### config.mk
export PLATFORM = sky130hd
export DESIGN_NAME = dispatch_tag_scheduler_flat
export DESIGN_NICKNAME = d
export VERILOG_FILES = /design/src/rtl/dispatch_tag_scheduler_pkg.sv /design/src/rtl/dispatch_tag_scheduler_if.sv /design/src/rtl/dispatch_tag_scheduler_tag_free_list.sv /design/src/rtl/dispatch_tag_scheduler.sv /design/src/flat_wrapper.sv
export SDC_FILE = /design/constraint.sdc
export NUM_CORES = 1
export LEC_CHECK = 0
export CORE_ASPECT_RATIO = 0.8
export CORE_MARGIN = 5
export CORE_UTILIZATION = 40
export CTS_BUF_LIST = sky130_fd_sc_hd__clkbuf_4
export DETAILED_ROUTE_END_ITERATION = 7
export SYNTH_ARGS = -nofsm -noshare
export SYNTH_HDL_FRONTEND = slang
export SYNTH_HIERARCHICAL = 1
export SYNTH_SLANG_ARGS = --single-unit
### constraint.sdc
create_clock -name clk -period 4.4 [get_ports clk]
set_clock_uncertainty 0.05 [all_clocks]
set_input_delay 0.66 -clock clk [delete_from_list [all_inputs] [get_ports clk]]
set_output_delay 0.66 -clock clk [all_outputs]
set_load 0.02 [all_outputs]
### src/rtl/dispatch_tag_scheduler_pkg.sv
// Shared types and constants for the dispatch tag scheduler.
// Tag width, pool size and the instruction-class encodings used by the routing logic.
package dispatch_tag_scheduler_pkg;

  localparam int TAG_W    = 6;
  localparam int NUM_TAGS = 64;

  typedef logic [TAG_W-1:0] tag_t;
  typedef logic [TAG_W:0]   count_t;

  typedef enum logic [1:0] {
    CLS_INT  = 2'b00,
    CLS_LDST = 2'b01,
    CLS_MUL  = 2'b10,
    CLS_DIV  = 2'b11
  } instr_class_e;

endpackage

### src/rtl/dispatch_tag_scheduler_if.sv
// Front-end / issue-queue / CDB bundle of the dispatch tag scheduler.
// The master drives instructions, queue-full flags and CDB frees; the slave (scheduler) answers.
interface dispatch_tag_scheduler_if;
  import dispatch_tag_scheduler_pkg::*;

  logic         instr_valid;
  instr_class_e instr_class;
  logic         instr_ready;
  logic         issueque_full_integer;
  logic         issueque_full_ld_st;
  logic         issueque_full_mul;
  logic         issueque_full_div;
  logic         dispatch_en_integer;
  logic         dispatch_en_ld_st;
  logic         dispatch_en_mul;
  logic         dispatch_en_div;
  tag_t         dispatch_rd_tag;
  logic         CDB_valid;
  tag_t         CDB_tag;
  count_t       free_count;
  logic         tag_err;

  modport master (
    output instr_valid, instr_class,
    output issueque_full_integer, issueque_full_ld_st, issueque_full_mul, issueque_full_div,
    output CDB_valid, CDB_tag,
    input  instr_ready, dispatch_rd_tag, free_count, tag_err,
    input  dispatch_en_integer, dispatch_en_ld_st, dispatch_en_mul, dispatch_en_div
  );

  modport slave (
    input  instr_valid, instr_class,
    input  issueque_full_integer, issueque_full_ld_st, issueque_full_mul, issueque_full_div,
    input  CDB_valid, CDB_tag,
    output instr_ready, dispatch_rd_tag, free_count, tag_err,
    output dispatch_en_integer, dispatch_en_ld_st, dispatch_en_mul, dispatch_en_div
  );

endinterface

### src/rtl/dispatch_tag_scheduler_tag_free_list.sv
// Circular FIFO of free physical tags, refilled with 0..NUM_TAGS-1 on reset.
// Define DISPATCH_TAG_FREE_CHECK_EN to track busy tags and flag double frees on o_tag_err.
module tag_free_list
  import dispatch_tag_scheduler_pkg::*;
(
  input  logic   clk,
  input  logic   reset,
  input  logic   i_pop,
  input  logic   i_push,
  input  tag_t   i_push_tag,
  output tag_t   o_head_tag,
  output count_t o_count,
  output logic   o_tag_err
);

  tag_t   r_ram [NUM_TAGS];
  tag_t   r_rd_ptr;
  tag_t   r_wr_ptr;
  count_t r_count;

  logic w_pop;
  logic w_room;
  logic w_push;

  assign w_pop  = i_pop && (r_count != '0);
  assign w_room = (r_count != count_t'(NUM_TAGS));

`ifdef DISPATCH_TAG_FREE_CHECK_EN
  logic [NUM_TAGS-1:0] r_busy;
  logic                r_tag_err;
  logic                w_bad_free;

  // A free of a tag nobody holds is dropped entirely and latched as an error.
  assign w_bad_free = i_push && !r_busy[i_push_tag];
  assign w_push     = i_push && w_room && r_busy[i_push_tag];
  assign o_tag_err  = r_tag_err;

  always_ff @(posedge clk) begin
    if (reset) begin
      r_busy    <= '0;
      r_tag_err <= 1'b0;
    end else begin
      if (w_pop)      r_busy[o_head_tag] <= 1'b1;
      if (w_push)     r_busy[i_push_tag] <= 1'b0;
      if (w_bad_free) r_tag_err          <= 1'b1;
    end
  end
`else
  assign w_push    = i_push && w_room;
  assign o_tag_err = 1'b0;
`endif

  // NOTE: the RAM is reset on purpose (the pool must start holding 0..N-1),
  // so it is built from flops rather than a reset-less memory macro.
  always_ff @(posedge clk) begin
    if (reset) begin
      for (int i = 0; i < NUM_TAGS; i++) r_ram[i] <= tag_t'(i);
      r_rd_ptr <= '0;
      r_wr_ptr <= '0;
      r_count  <= count_t'(NUM_TAGS);
    end else begin
      // NOTE: non-blocking assignments keep every register update based on
      // pre-edge values, so pointer, RAM and count stay mutually consistent.
      if (w_push) begin
        r_ram[r_wr_ptr] <= i_push_tag;
        r_wr_ptr        <= r_wr_ptr + tag_t'(1);
      end
      if (w_pop) r_rd_ptr <= r_rd_ptr + tag_t'(1);
      case ({w_pop, w_push})
        2'b10:   r_count <= r_count - count_t'(1);
        2'b01:   r_count <= r_count + count_t'(1);
        default: r_count <= r_count;
      endcase
    end
  end

  assign o_head_tag = r_ram[r_rd_ptr];
  assign o_count    = r_count;

endmodule

### src/rtl/dispatch_tag_scheduler.sv
// Dispatch tag scheduler: routes each accepted instruction to one issue queue and hands it a free tag.
// Optional double-free checking is enabled with DISPATCH_TAG_FREE_CHECK_EN.
module dispatch_tag_scheduler
  import dispatch_tag_scheduler_pkg::*;
(
  input logic                     clk,
  input logic                     reset,
  dispatch_tag_scheduler_if.slave bus
);

  logic   w_sel_full;
  logic   w_accept;
  tag_t   w_head_tag;
  count_t w_count;
  logic   w_tag_err;

  // NOTE: assigning a default before the case keeps this purely combinational
  // (no latch) even if the case were ever made incomplete.
  always_comb begin
    w_sel_full = 1'b0;
    case (bus.instr_class)
      CLS_INT:  w_sel_full = bus.issueque_full_integer;
      CLS_LDST: w_sel_full = bus.issueque_full_ld_st;
      CLS_MUL:  w_sel_full = bus.issueque_full_mul;
      CLS_DIV:  w_sel_full = bus.issueque_full_div;
      default:  w_sel_full = 1'b1;
    endcase
  end

  assign bus.instr_ready = (w_count != '0) && !w_sel_full;

  // Nothing is handed out while the pool is being refilled.
  assign w_accept = bus.instr_valid && bus.instr_ready && !reset;

  assign bus.dispatch_en_integer = w_accept && (bus.instr_class == CLS_INT);
  assign bus.dispatch_en_ld_st   = w_accept && (bus.instr_class == CLS_LDST);
  assign bus.dispatch_en_mul     = w_accept && (bus.instr_class == CLS_MUL);
  assign bus.dispatch_en_div     = w_accept && (bus.instr_class == CLS_DIV);

  assign bus.dispatch_rd_tag = w_head_tag;
  assign bus.free_count      = w_count;
  assign bus.tag_err         = w_tag_err;

  tag_free_list u_free_list (
    .clk        (clk),
    .reset      (reset),
    .i_pop      (w_accept),
    .i_push     (bus.CDB_valid),
    .i_push_tag (bus.CDB_tag),
    .o_head_tag (w_head_tag),
    .o_count    (w_count),
    .o_tag_err  (w_tag_err)
  );

endmodule

### src/flat_wrapper.sv
// flat-port wrapper written by rule: the top's interface ports become plain ports
module dispatch_tag_scheduler_flat import dispatch_tag_scheduler_pkg::*;
  (clk, reset, bus_instr_valid, bus_instr_class, bus_issueque_full_integer, bus_issueque_full_ld_st, bus_issueque_full_mul, bus_issueque_full_div, bus_CDB_valid, bus_CDB_tag, bus_instr_ready, bus_dispatch_rd_tag, bus_free_count, bus_tag_err, bus_dispatch_en_integer, bus_dispatch_en_ld_st, bus_dispatch_en_mul, bus_dispatch_en_div);
  dispatch_tag_scheduler_if bus_i ();
  input logic clk;
  input logic reset;
  input wire logic [$bits(bus_i.instr_valid)-1:0] bus_instr_valid;
  input wire logic [$bits(bus_i.instr_class)-1:0] bus_instr_class;
  input wire logic [$bits(bus_i.issueque_full_integer)-1:0] bus_issueque_full_integer;
  input wire logic [$bits(bus_i.issueque_full_ld_st)-1:0] bus_issueque_full_ld_st;
  input wire logic [$bits(bus_i.issueque_full_mul)-1:0] bus_issueque_full_mul;
  input wire logic [$bits(bus_i.issueque_full_div)-1:0] bus_issueque_full_div;
  input wire logic [$bits(bus_i.CDB_valid)-1:0] bus_CDB_valid;
  input wire logic [$bits(bus_i.CDB_tag)-1:0] bus_CDB_tag;
  output wire logic [$bits(bus_i.instr_ready)-1:0] bus_instr_ready;
  output wire logic [$bits(bus_i.dispatch_rd_tag)-1:0] bus_dispatch_rd_tag;
  output wire logic [$bits(bus_i.free_count)-1:0] bus_free_count;
  output wire logic [$bits(bus_i.tag_err)-1:0] bus_tag_err;
  output wire logic [$bits(bus_i.dispatch_en_integer)-1:0] bus_dispatch_en_integer;
  output wire logic [$bits(bus_i.dispatch_en_ld_st)-1:0] bus_dispatch_en_ld_st;
  output wire logic [$bits(bus_i.dispatch_en_mul)-1:0] bus_dispatch_en_mul;
  output wire logic [$bits(bus_i.dispatch_en_div)-1:0] bus_dispatch_en_div;
  assign bus_i.instr_valid = bus_instr_valid;
  assign bus_i.instr_class = bus_instr_class;
  assign bus_i.issueque_full_integer = bus_issueque_full_integer;
  assign bus_i.issueque_full_ld_st = bus_issueque_full_ld_st;
  assign bus_i.issueque_full_mul = bus_issueque_full_mul;
  assign bus_i.issueque_full_div = bus_issueque_full_div;
  assign bus_i.CDB_valid = bus_CDB_valid;
  assign bus_i.CDB_tag = bus_CDB_tag;
  assign bus_instr_ready = bus_i.instr_ready;
  assign bus_dispatch_rd_tag = bus_i.dispatch_rd_tag;
  assign bus_free_count = bus_i.free_count;
  assign bus_tag_err = bus_i.tag_err;
  assign bus_dispatch_en_integer = bus_i.dispatch_en_integer;
  assign bus_dispatch_en_ld_st = bus_i.dispatch_en_ld_st;
  assign bus_dispatch_en_mul = bus_i.dispatch_en_mul;
  assign bus_dispatch_en_div = bus_i.dispatch_en_div;
  dispatch_tag_scheduler u_core (.clk(clk), .reset(reset), .bus(bus_i));
endmodule
-- Word level (Yosys, flattened, before mapping)
Memory sizes are Yosys's and may differ from the RTL's. A register that Yosys moved wholly into a read port is not among the register bits.
Index checks and enable logic that the tools add are counted.
- bits in registers: 19
- bits in latches: 0
- memory bits (writable): 384
- bits in read-only memories: 0
- bits of input ports: 16
- output and inout bits: 19
- logic and storage cells: 41
- memories: 1
- $add $sub $neg: 4
- multiply operators: 0
- div/mod/pow operators: 0
- magnitude comparators: 0
- equal/unequal tests: 6
- shift operators: 0
- mux-type cells: 12
- bitwise gates (word level): 0
- reduce and logical (&&, ||, !) cells: 15
- memories (name ; depth ; bits a word ; read ports ; clocked after memory_dff ; wr ports ; line ; text):
    u_core.u_free_list.r_ram ; 64 ; 6 ; 1 ; 1 ; 64 ; dispatch_tag_scheduler_tag_free_list.sv:16 ; tag_t r_ram [NUM_TAGS];
- operators by type and width (kind ; count):
    2-to-1 mux 6 bit ; 4
    case mux 7 bit (2 select lines) ; 1
    adder 6 x 1 -> 6 bit (second input constant) ; 2
    logical AND 1 bit ; 9
    adder 7 x 1 -> 7 bit (second input constant) ; 1
    != test 7 bit (second input constant) ; 1
    nonzero test 7 bit ; 1
    subtractor 7 x 1 -> 7 bit (second input constant) ; 1
    equality test 2 bit (second input constant) ; 3
    2-to-1 mux 1 bit ; 6
    OR reduction 6 bit ; 1
    equality test 2 x 1 -> 1 bit (second input constant) ; 2
    case mux 1 bit (4 select lines) ; 1
    logical NOT 1 bit ; 2
    logical NOT 2 bit ; 1
    nonzero test 2 bit ; 1

-- Longest topological paths before layout
- depth in word-level cells: 9
- gate-level depth with buffers: 12
- gate-level depth less buffers: 12

-- Cells and area by module
The synthesis kept the hierarchy.
- by module, submodules not included (module ; instances ; cells an instance ; area each (um^2) ; seq. area each (um^2)):
    tag_free_list ; 1 ; 1410 ; 19015.7 ; 12031.5
    dispatch_tag_scheduler ; 1 ; 15 ; 136.4 ; 0.0

-- Worst setup path after synthesis
No wires, ideal clock.
- path kind: in2reg
- start: in bus_instr_class[0]
- end: reg u_core.u_free_list.r_count[5], in the netlist u_core/u_free_list/o_count[5]
- library setup time: 0.132 ns
- data arrival time: 3.269 ns
- data required time: 4.218 ns
- setup slack: 0.949 ns
- stages on the path: 12
- path buffers: 0
- cell sequence: mux4_2 > a211oi_1 > o41a_1 > inv_2 > ha_1 > inv_1 > ha_1 > a21o_1 > a21o_1 > a21oi_1 > nor3_1 > or3b_2
- cells in the longest elaborated chain, start to end: 9
- elaborated cells between the ends (all ways): 14
- those cells by class: eq/ne: 5; mux: 2; reduce/logical: 7
- ends and longest elaborated chain (item ; line ; text):
    from (decl) ; flat_wrapper.sv:8 ; input wire logic [$bits(bus_i.instr_class)-1:0] bus_instr_class;
    equality test 2 bit (tied with other cells) ; dispatch_tag_scheduler.sv:21 ; case (bus.instr_class)
    case mux 1 bit (4 select lines) (*) ; dispatch_tag_scheduler.sv:21 ;
    logical NOT 1 bit (*) ; dispatch_tag_scheduler.sv:30 ; assign bus.instr_ready = (w_count != '0) && !w_sel_full;
    logical AND 1 bit (*) ; dispatch_tag_scheduler.sv:30 ;
    logical AND 1 bit (*) (2 in series) ; dispatch_tag_scheduler.sv:33 ; assign w_accept = bus.instr_valid && bus.instr_ready && !reset;
    via u_core.w_accept ; dispatch_tag_scheduler.sv:12 ; logic w_accept;
    logical AND 1 bit (*) ; dispatch_tag_scheduler_tag_free_list.sv:25 ; assign w_pop = i_pop && (r_count != '0);
    equality test 2 x 1 -> 1 bit or equality test 2 bit (tied branches) ; dispatch_tag_scheduler_tag_free_list.sv:69 ; case ({w_pop, w_push})
    case mux 7 bit (2 select lines) or nonzero test 2 bit (tied branches) ; n/a ;
    to (signal assigned) ; dispatch_tag_scheduler_tag_free_list.sv:70 ; 2'b10: r_count <= r_count - count_t'(1);
    to (signal assigned) ; dispatch_tag_scheduler_tag_free_list.sv:71 ; 2'b01: r_count <= r_count + count_t'(1);
    to (signal assigned) ; dispatch_tag_scheduler_tag_free_list.sv:72 ; default: r_count <= r_count;
    to (decl) ; dispatch_tag_scheduler_tag_free_list.sv:19 ; count_t r_count;
The timed path passes the listed nets; every way through them passes the cells marked *.
A chain may end at the register's enable or synchronous reset.

==> flow_metrics.env <==
export IMPL_run_status="complete, no violations"
export IMPL_post_route_cell_area_um2=21500
export IMPL_crit_buf_inv=4
export IMPL_yosys_most_used_dff="edfxtp_1"
export IMPL_yosys_area_top_type_share_pct=60.2
export IMPL_path_cells="buf_12 -> buf_12 -> mux4_2 -> mux2i_1 -> o2111ai_1 -> o21ai_0 -> nor3_1 -> buf_4 -> clkdlybuf4s50_1"
export IMPL_floorplan_die_area_um2=52400
export IMPL_power_share_switching_pct=27.2
export IMPL_achievable_frequency_mhz=232
export IMPL_type_of_element_capturing_the_critical_path="output pin"
export IMPL_drc=0
export IMPL_post_synth_cell_area_avg_um2=13.4
export IMPL_syn2layout_area_growth_pct=12.1
export IMPL_grt_setup_unrepaired="yes"
export IMPL_totalPowerFinal_mw=8.95
export IMPL_final_util_pct=45.5
export IMPL_synth_area_leaders="edfxtp_1, mux4_2, nor2_1"
export IMPL_timing_reg2reg_worst_path_depth=12
export IMPL_first_global_vias=12700
export IMPL_drtPass1Iterations=5
export IMPL_grt_antenna_before_repair=2
export IMPL_grt_first_pass_wirelength_um=80500
export IMPL_fin_nets=1510
export IMPL_path_class_of_the_lowest_slack_min_delay_path="in -> reg"
export IMPL_gp_routability_congestion=0.842
export IMPL_comb_power_share_pct=14.5
export IMPL_fin_crit_share_pct=97.9
export IMPL_synth_async_sr_flop_share_pct=0
export IMPL_peak_fanout_along_the_critical_path=36
export IMPL_dp_hpwl_um=33500
export IMPL_wl_per_cell_um=24.5
export IMPL_crit_type="reg -> out"
export IMPL_crit_path_end="bus_dispatch_rd_tag[5]"
export IMPL_crit_reg2reg_capture="u_core/u_free_list/o_count[6]"
export IMPL_total_switching_power_mw=2.44
export IMPL_minimum_clock_period_after_layout_ns=4.31
export IMPL_arrival_ns=3.60
export IMPL_cap_violations=0
export IMPL_groute_usage_overall_pct=20.6
export IMPL_post_dp_cell_area_um2=20000
export IMPL_viasPerCell=5.81
export IMPL_final_wirelength_um=53500
export IMPL_power_density_nw_per_um2=417
export IMPL_slew_violations=0
export IMPL_tightest_slew_ns=0.995
export IMPL_clock_insertion_delay_worst_skew_ns=0.80
export IMPL_largest_net_degree_at_the_start_of_global_routing=64
export IMPL_root_buffer="clkbuf_4"
export IMPL_floorplan_core_area_um2=47200
export IMPL_pin_count=35
export IMPL_timing_critical_path_slowest_cell_delay_ns=0.60
export IMPL_detail_route_iter0_violations=1270
export IMPL_cell_area_after_synthesis_um2=19200
export IMPL_ys_seq_area_share_pct=62.8
export IMPL_num_vias=12700
export IMPL_timing_critical_path_from_type="flip-flop"
export IMPL_gr_total_overflow=0
export IMPL_r2r_setup_slack_ns=0.91
export IMPL_filler_cell_count_in_the_final_layout=4314
export IMPL_syn_inst=1425
export IMPL_layout_drive_gt1_share_pct=24.0
export IMPL_power_share_clock_pct=34.7
export IMPL_clk_path_buf_depth=3
export IMPL_cts_hold_buffers=0
export IMPL_die_y_um=206
export IMPL_htreeDepth=3
export IMPL_finish_cell_count_without_fillers=2186
export IMPL_cp_data_required_time_ns=3.69
export IMPL_most_common_cell_in_the_netlist="edfxtp_1"
export IMPL_port_buffer_count=33
export IMPL_yosys_register_bits=409
export IMPL_clk_transition_reported_paths_ns=0.06
export IMPL_synth_enable_flop_cells=384
export IMPL_yosys_top_cells_count="edfxtp_1, nor2_1, nand2_1"
export IMPL_die_x_um=255
export IMPL_worst_r2r_startpoint="u_core/u_free_list/o_count[0]"
export IMPL_cts_tree="built"
export IMPL_synth_largest_area_cell="edfxtp_1"
export IMPL_antenna_violating_nets_post_route=0
export IMPL_vdd_drop_max_mv=0.281
export IMPL_critical_path_top_cell_by_count="buf_12"
export IMPL_cts_sinks=409
export IMPL_worst_case_headroom_to_the_max_slew_limit_pct=33.6
export IMPL_internal_power_mw=6.51
export IMPL_synthDistinctLibCells=69
export IMPL_setup_violations=0
export IMPL_post_place_cells=1992
export IMPL_ys_warn_count=6
export IMPL_power_sequential_fraction_pct=50.8
export IMPL_report_final_hold_viol_count=0
export IMPL_synth_fp_nets=1450
export IMPL_cts_inserted_buffers=102
export IMPL_critical_path_top_delay_family="buffers and inverters"
export IMPL_critical_path_slowest_cell="mux4_2"
export IMPL_rows=71
export IMPL_floorplan_initialDensity_pct=40.6
export IMPL_power_static_leakage_nw=6.68
export IMPL_cp_num_cells=9
-- what timing repair did --
item	CTS	global route
setup endpoints to repair	6	5
resized for setup	1	3
buffers inserted	9	0
-- layout make-up --
cell class                 instances  area, µm²  share of cell area (%)
antenna                            2       5.00                  0.0233
clock buffer                     150       1130                    5.24
clock inverter                    33        131                   0.612
inverter                          13       48.8                   0.227
multi-input combinational        867       6450                    30.1
sequential                       409      12000                    56.1
tap                              620        776                    3.61
timing repair buffer              92        891                    4.15
-- metrics by stage --
| stage | hold WS (ns) | worst slack, ns | TNS (ns) |
|---|---|---|---|
| global placement | 0.439 | 0.263 | 0 |
| detailed placement | 0.444 | 0.149 | 0 |
| CTS | 0.299 | 0.0138 | 0 |
| finish | 0.386 | 0.0907 | 0 |
| global route | 0.336 | -0.0661 | -0.268 |
| floorplan | 0.418 | 0.949 | 0 |
-- power by group through the flow --
stage,registers (mW),clock network (mW),logic [mW]
5_1_grt,4.57,3.41,1.39
4_1_cts,4.55,3.19,1.29
2_1_floorplan,4.59,0,0.847
6_report,4.55,3.10,1.30
3_3_place_gp,4.65,0,1.22
3_5_place_dp,4.65,0,1.23
-- registers in the layout, indices dropped and copies added (netlist names), named ones only --
register	flops
u_core/u_free_list/o_count	7
u_core/u_free_list/r_ram	384
u_core/u_free_list/r_rd_ptr	6
u_core/u_free_list/r_wr_ptr	6
-- worst min-delay path, cell delays in order --
cell	delay, ns
buf_2	0.10
buf_4	0.25
nor2_1	0.14
-- metal layers --
layer / wire [µm] / GRT usage, %
met5: 0 / 0
met4: 850 / 5.42
met3: 5340 / 5.71
met2: 24000 / 30.2
met1: 23300 / 30.5
-- worst min-delay path by stage --
stage,start,endpoint,slack [ns],cells after the start
final,reset,u_core/u_free_list/o_count[0],0.39,3
after global routing,reset,u_core/u_free_list/o_count[2],0.34,3
after CTS,reset,u_core/u_free_list/o_count[2],0.30,3
after detailed placement,u_core/u_free_list/r_rd_ptr[1],flip-flop,0.44,2
after global placement,u_core/u_free_list/r_rd_ptr[1],flip-flop,0.44,2
after floorplan,u_core/u_free_list/r_rd_ptr[1],flip-flop,0.42,2
-- cells by family (layout without fill, tap and decap cells) --
group	after synthesis	in the layout	share of synthesized area [%]
other cells	1	3	0.0196
buf+inv	149	288	3.59
compound gates	50	50	1.92
flops	409	409	62.8
mux	137	137	13.9
simple gates	658	658	16.5
xor+xnor	12	12	0.549
fa+ha+maj	9	9	0.627
-- placed cells by master, fill, tap and decap left out, drive strengths merged, types with 7 or more instances in the layout --
cell and n:
a211oi 8, a21oi 8, and2 10, buf 60, clkbuf 150, clkdlybuf4s50 32
clkinv 30, dfxtp 25, edfxtp 384, ha 8, inv 15, mux2i 30
mux4 103, nand2 150, nand2b 41, nand3 108, nand4 10, nor2 157
nor3 109, nor4 10, o21ai 8, or2 25, xor2 7
Power figures use the tool's default switching activity.
